<file path="config.mk">
export PLATFORM = sky130hd
export DESIGN_NAME = stage_fetch
export DESIGN_NICKNAME = d
export VERILOG_FILES = /design/src/rtl/stage_fetch.sv
export SDC_FILE = /design/constraint.sdc
export NUM_CORES = 1
export LEC_CHECK = 0
export ABC_AREA = 1
export CELL_PAD_IN_SITES_DETAIL_PLACEMENT = 2
export CELL_PAD_IN_SITES_GLOBAL_PLACEMENT = 2
export CORE_ASPECT_RATIO = 0.7
export CORE_MARGIN = 3
export CORE_UTILIZATION = 34
export DETAILED_ROUTE_END_ITERATION = 10
export GPL_ROUTABILITY_DRIVEN = 0
export PLACE_DENSITY_LB_ADDON = 0.1
export SYNTH_ARGS = -nofsm -noshare
export SYNTH_HDL_FRONTEND = slang
export SYNTH_SLANG_ARGS = --single-unit
</file>
<file path="constraint.sdc">
create_clock -name clk -period 6.6 [get_ports clk]
set_input_delay 1.32 -clock clk [delete_from_list [all_inputs] [get_ports clk]]
set_output_delay 1.32 -clock clk [all_outputs]
set_load 0.02 [all_outputs]
</file>
<file path="src/rtl/stage_fetch.sv">
// Instruction fetch stage: single-outstanding imem requests, 2-entry instruction
// FIFO feeding decode, with stall handling and execute-driven PC redirect/squash.
module stage_fetch #(
  parameter logic [31:0] RESET_PC  = 32'h00000000,
  parameter logic [31:0] NOP_INSTR = 32'h00000000
) (
  input  logic        clk,
  input  logic        rst,
  input  logic        stall,
  input  logic        redirect_en,
  input  logic [31:0] redirect_pc,
  output logic        imem_req,
  output logic [31:0] imem_addr,
  input  logic        imem_ready,
  input  logic        imem_rvalid,
  input  logic [31:0] imem_rdata,
  output logic [31:0] current_instruction,
  output logic [31:0] current_pc,
  output logic        instr_valid
);

  typedef enum logic [1:0] {IDLE, REQ, WAIT} state_t;

  state_t      state, state_nxt;
  logic [31:0] fetch_pc, fetch_pc_nxt;
  logic        squash, squash_nxt;
  logic [1:0]  count, count_nxt;
  logic        rd_ptr, wr_ptr;
  logic        push, pop;
  logic [31:0] fifo_instr [2];
  logic [31:0] fifo_pc    [2];

  assign instr_valid         = (count != 2'd0);
  assign current_instruction = instr_valid ? fifo_instr[rd_ptr] : NOP_INSTR;
  assign current_pc          = instr_valid ? fifo_pc[rd_ptr] : 32'h0;
  assign imem_req            = (state == REQ);
  assign imem_addr           = fetch_pc;

  // Redirect overrides both ends of the FIFO; squashed responses are never pushed.
  assign push = (state == WAIT) && imem_rvalid && !squash && !redirect_en;
  assign pop  = instr_valid && !stall && !redirect_en;

  always_comb begin
    count_nxt = count;
    if (redirect_en)
      count_nxt = 2'd0;
    else if (push && !pop)
      count_nxt = count + 2'd1;
    else if (pop && !push)
      count_nxt = count - 2'd1;
  end

  always_comb begin
    state_nxt    = state;
    fetch_pc_nxt = fetch_pc;
    squash_nxt   = squash;
    case (state)
      IDLE: begin
        if (redirect_en)
          fetch_pc_nxt = redirect_pc;
        else if (count < 2'd2)
          state_nxt = REQ;
      end
      REQ: begin
        if (redirect_en) begin
          fetch_pc_nxt = redirect_pc;
          if (imem_ready) begin
            state_nxt  = WAIT;
            squash_nxt = 1'b1;
          end
        end else if (imem_ready) begin
          fetch_pc_nxt = fetch_pc + 32'd4;
          state_nxt    = WAIT;
        end
      end
      WAIT: begin
        if (redirect_en) begin
          fetch_pc_nxt = redirect_pc;
          if (imem_rvalid) begin
            squash_nxt = 1'b0;
            state_nxt  = REQ;
          end else begin
            squash_nxt = 1'b1;
          end
        end else if (imem_rvalid) begin
          squash_nxt = 1'b0;
          state_nxt  = (count_nxt < 2'd2) ? REQ : IDLE;
        end
      end
      default: state_nxt = IDLE;
    endcase
  end

  always_ff @(posedge clk or posedge rst) begin
    if (rst) begin
      state    <= IDLE;
      fetch_pc <= RESET_PC;
      squash   <= 1'b0;
      count    <= 2'd0;
      rd_ptr   <= 1'b0;
      wr_ptr   <= 1'b0;
    end else begin
      state    <= state_nxt;
      fetch_pc <= fetch_pc_nxt;
      squash   <= squash_nxt;
      count    <= count_nxt;
      if (redirect_en) begin
        rd_ptr <= wr_ptr;
      end else begin
        if (push) wr_ptr <= ~wr_ptr;
        if (pop)  rd_ptr <= ~rd_ptr;
      end
    end
  end

  // Storage needs no reset: the head is masked by instr_valid.
  always_ff @(posedge clk) begin
    if (push) begin
      fifo_instr[wr_ptr] <= imem_rdata;
      fifo_pc[wr_ptr]    <= fetch_pc - 32'd4;
    end
  end

endmodule

</file>
# --- After elaboration in Yosys (flattened, before gate mapping) ---
# Memories as Yosys holds them, arrays and structs flattened.
# Cells that the tools add are included.
word_totals:
  register_bits: 39
  ram_bits: 128
  out_inout_bits: 98
  mem_count: 2
memory_table:
  columns: ["memory", "words", "word_bits", "rd", "rd_clocked_by_memory_dff", "write_ports", "line_no", "text"]
  rows:
  - ["fifo_instr", 2, 32, 1, 0, 1, "30", "logic [31:0] fifo_instr [2];"]
  - ["fifo_pc", 2, 32, 1, 0, 1, "31", "logic [31:0] fifo_pc [2];"]
op_classes:
  addsub: 4
  n_lt_le_gt_ge: 2
  eq_ne: 10
  n_mux: 27
  n_bitwise: 3
  n_reduce_logical: 22
op_table:
  columns: ["cell", "count"]
  rows:
  - ["32-bit 2-to-1 mux", 5]
  - ["32-bit case mux with 2 select lines", 1]
  - ["32-bit by 3-bit adder with 32-bit output, second input constant", 1]
  - ["32-bit by 3-bit subtractor with 32-bit output, second input constant", 1]
  - ["2-bit 2-to-1 mux", 9]
  - ["1-bit 2-to-1 mux", 10]
  - ["2-bit != test, second input constant", 4]
  - ["4-bit AND reduction", 2]
  - ["2-bit nonzero test", 4]
  - ["1-bit logical AND", 7]
  - ["2-bit case mux with 3 select lines", 1]
  - ["1-bit zero test", 5]
  - ["2-bit < comparator, second input constant", 2]
  - ["2-bit by 1-bit != test with 1-bit output, second input constant", 2]
  - ["3-bit by 2-bit != test with 1-bit output, second input constant", 1]
  - ["3-bit != test, second input constant", 1]
  - ["1-bit inverter", 3]
  - ["3-bit AND reduction", 1]
  - ["2-bit by 1-bit adder with 2-bit output, second input constant", 1]
  - ["2-bit by 1-bit equality test with 1-bit output, second input constant", 1]
  - ["2-bit equality test, second input constant", 1]
  - ["2-bit zero test", 1]
  - ["1-bit case mux with 2 select lines", 1]
  - ["2-bit AND reduction", 1]
  - ["other kinds (2)", 2]

# --- Logic depth before layout (Yosys ltp) ---
logic_depth:
  depth_word: 14
  mapped_depth: 11
  mapped_depth_nobuf: 11

# --- Least setup slack after synthesis ---
# OpenSTA, ideal clock, no wires.
synth_path:
  path_kind: "input to register"
  start: "in redirect_en"
  end: "mem fifo_instr[0][0] (enable)"
  arrival_time_ps: 4425
  required_ps: 6114
  slack_ps: 1689
  path_stages: 4
  path_buffers: 1
  cell_sequence: "buf_2 -> nor2_1 -> nand2_1 -> nor2_1"
synth_between:
  elab_chain_cells: 4
synth_lines:
  columns: ["element", "line_no", "text"]
  rows:
  - ["from (decl)", "10", "input logic redirect_en,"]
  - ["1-bit zero test", "40", "assign push = (state == WAIT) && imem_rvalid && !squash && !redirect_en;"]
  - ["1-bit logical AND", "40", null]
  - ["1-bit 2-to-1 mux", "118", "if (push) begin"]
  - ["1-bit 2-to-1 mux (not written as such)", "119", "fifo_instr[wr_ptr] <= imem_rdata;"]
  - ["to (decl)", "30", null]
# No other way between the ends.

# --- Worst setup path in the final report ---
layout_path:
  start: "reg count[0]"
  end: "out current_instruction[11]"
layout_between:
  elab_chain_cells: 2
layout_lines:
  columns: ["element", "line_no", "text"]
  rows:
  - ["from (decl)", "27", "logic [1:0] count, count_nxt;"]
  - ["from (signal assigned)", "106", "count <= count_nxt;"]
  - ["2-bit nonzero test", "33", "assign instr_valid = (count != 2'd0);"]
  - ["32-bit 2-to-1 mux", "34", "assign current_instruction = instr_valid ? fifo_instr[rd_ptr] : NOP_INSTR;"]
  - ["to (decl)", "17", "output logic [31:0] current_instruction,"]
# No other way between the ends.

==> metrics.txt <==
outcome complete, no violations; Post-Syn Area 8360 um2; Final Cycle Share 0.665; DR iter-0 viols 284; Crit Path Class reg2out; Sw Share 0.425; Max Cap Violations 0; Synth top area share 0.460; grt ovf 0; Tightest Pin Transition 0.918 ns; layout cells sized above 1 0.0705; Post-Syn Area per Cell 8.87 um2; Fin. Hold Viols 0; initial core utilization 0.349; Setup Buffers After CTS 0; Startpoint Class register; io pins 168; Critical Path, Cell by Cell inv_1 -> ha_1 -> inv_1 -> buf_4 -> o21ai_0 -> nor2_1 -> clkdlybuf4s50_1; area grow syn2layout 29.8%; CORE AREA 23900 um2; Worst R2R Start count[0]; hold depth 1; # port buffers 167; mux contribution to synthesized area 0.00269; area leader, netlist edfxtp_1; CTS sink cnt 167; Internal 2.45 mW; Inserted Clock Buffers 17; crit-path max cell delay 0.63 ns; CTS root buffer clkbuf_16; Critical Path Sink Type primary output; number of setup violations in the final report 0; die area 26500 um2; Final Max Slew Viols 0; nets@finish 1166; HPWL Detailed 20900 um; worst reg-to-reg setup slack 3.93 ns; hold path startpoint count[0]; combinational power share 0.382; Worst Hold Class reg2reg; Static Leak 4.03 nW; Post-Synth Simple-Gate Area 0.259; crit path max fanout 45; Crit-path slowest cell clkdlybuf4s50_1; clock-pin transition on the worst setup and hold timing paths 0.06 ns; largest family of logic cells by synthesized area simple AND/OR/NAND/NOR gates; num rows 47; Vias/cell 4.98; die height 137 um; FF-to-FF path depth 11; fin area 10900 um2; ANT nets after route 0; CP most frequent cell inv_1; die width 193 um; syn nets 1016; crit path DAT 3.07 ns; Routed WL 29100 um; Clk pwr share 0.237; Worst Hold End count[0]; initial antenna violation count 0; skew final 0.0118 ns; WL per Instance 20.5 um; Tmin final 4.39 ns; flop and latch count out of synthesis 167; H-tree depth 4; Synth Instances 943; Peak supply drop 0.219 mV; vias post-DR 7086; vias in the first global route 7632; Max Freq 0.228 GHz; Clk Latency, worst-skew pair 0.44 ns; Pwr Density 392 nW/um2; Post-route DRC 0; Distinct cells, synth 32; Switch Pwr 1.81 mW; Synth Area in XOR/XNOR 0.0272; placed inst area 10300 um2; first-pass GRT wire length 45200 um; CTS Buffer Depth 2; Sum Neg Setup Slack 0 ns; fill cell total of the finished layout 2600; complex-gate fraction of the synthesized area 0.0733; drt pass-1 iters 5; Synth area leaders edfxtp_1 (46%), dfrtp_1 (12%), nor2_1 (11%), nand2_1 (8.1%), o21ai_0 (5.3%); largest net degree at the start of global routing 66; Post-Synth Adder-Cell Area 0.00449; # resized after CTS 0; register area share after synthesis 0.576; Slew headroom 0.387; hold slack 0.463 ns; RR Endpoint state[0]; Syn. warnings 0; hold buffers post-CTS 0; power share of the sequential group 0.380; Antenna Cells 0; CTS tree yes; Global Route Usage Sum 0.222; unrepaired setup endpoints after global routing no; Crit path required time 5.28 ns
-- cells in the final DEF, fill, tap and decap left out, types with 3 or more instances in the layout --
| cell type | instances |
|---|---|
| a21oi_1 | 15 |
| buf_4 | 7 |
| clkbuf_16 | 17 |
| clkdlybuf4s50_1 | 167 |
| clkinvlp_4 | 3 |
| dfrtp_1 | 38 |
| edfxtp_1 | 128 |
| ha_1 | 3 |
| inv_1 | 58 |
| inv_2 | 5 |
| inv_6 | 4 |
| nand2_1 | 180 |
| nand2_2 | 10 |
| nand3_1 | 50 |
| nand4_1 | 8 |
| nor2_1 | 248 |
| nor2_2 | 8 |
| nor2_4 | 11 |
| o21ai_0 | 89 |
| o21ai_1 | 4 |
| o22ai_1 | 3 |
| xor2_1 | 25 |
-- state kept, by name, summed over array words and instances (netlist names) --
| name | flops |
|---|---|
| fifo_instr | 64 |
| rd_ptr | 1 |
| fifo_pc | 64 |
| count | 2 |
| wr_ptr | 1 |
| imem_addr | 32 |
| squash | 1 |
| state | 2 |
-- power by group through the flow --
| stage | clock, mW | combinational, mW | sequential [mW] |
|---|---|---|---|
| detailed placement | 0 | 1.64 | 1.64 |
| CTS | 1.03 | 1.66 | 1.62 |
| global route | 1.07 | 1.81 | 1.65 |
| global placement | 0 | 1.58 | 1.64 |
| floorplan | 0 | 0.947 | 1.59 |
| finish | 1.01 | 1.63 | 1.62 |
-- cells by family (layout without fill, tap and decap cells) --
family | Yosys count | after routing
and+or+nand+nor | 520 | 520
DFF | 167 | 167
AOI/OAI and AO/OA | 118 | 118
buffers and inverters | 107 | 270
xor gates and xnor gates | 26 | 26
adders and majority gates | 3 | 3
muxes | 2 | 2
-- synth_stat cells --
master and n:
a211oi_1 2, a21oi_1 15, a22oi_1 2, buf_2 20, buf_4 4, buf_6 4
clkbuf_1 15, dfrtp_1 39, edfxtp_1 128, ha_1 3, inv_1 59, inv_2 4
inv_4 1, mux2_2 2, nand2_1 180, nand2_2 10, nand2_4 2, nand3_1 50
nand4_1 8, nor2_1 250, nor2_2 9, nor2_4 8, nor3_1 1, nor3_2 1
nor4_1 1, o211ai_1 2, o21ai_0 89, o21ai_1 4, o22a_1 1, o22ai_1 3
xnor2_1 1, xor2_1 25
-- critical path, delay by kind of cell (launching register included) --
family | cells | cell delay (ns)
adders and majority gates | 1 | 0.20
and+or+nand+nor | 1 | 0.19
buffers and inverters | 4 | 1.63
AOI/OAI and AO/OA | 1 | 0.23
DFF | 1 | 0.36
-- layout make-up --
| cell class | instances | area (um2) | share of cell area |
|---|---|---|---|
| tap | 318 | 398 | 0.0367 |
| clock inverter | 14 | 149 | 0.0137 |
| sequential | 167 | 4820 | 0.444 |
| timing repair buffer | 174 | 1720 | 0.159 |
| multi-input combinational | 669 | 3090 | 0.285 |
| inverter | 64 | 243 | 0.0224 |
| clock buffer | 18 | 429 | 0.0395 |
-- worst max-delay path by stage --
stage / startpoint / to / slack [ns]
after global routing: count[1] / current_pc[24] / 1.95
after floorplan: redirect_en / fifo_instr[0][0] / 1.69
final: count[0] / current_instruction[11] / 2.21
after detailed placement: redirect_en / fifo_instr[1][13] / 2.62
after CTS: count[0] / current_instruction[11] / 2.13
after global placement: count[0] / current_pc[18] / 2.65
-- metrics by stage --
stage / cells / utilization / worst slack [ns] / power, mW
after floorplan: 943 / - / 1.69 / 2.54
after global placement: 1392 / 0.429 / 2.65 / 3.22
after detailed placement: 1392 / 0.429 / 2.62 / 3.28
after CTS: 1424 / 0.453 / 2.13 / 4.31
after global routing: 1424 / 0.453 / 1.95 / 4.53
final: 1424 / 0.453 / 2.21 / 4.26
-- metal layers --
metal / GRT usage / wire length [um] / share of wire
met1: 0.316 / 14300 / 0.49
met2: 0.357 / 13400 / 0.46
met3: 0.0452 / 1230 / 0.042
met4: 0.0389 / 182 / 0.0062
met5: 0 / 0 / 0
(Power assumes the default switching activity.)
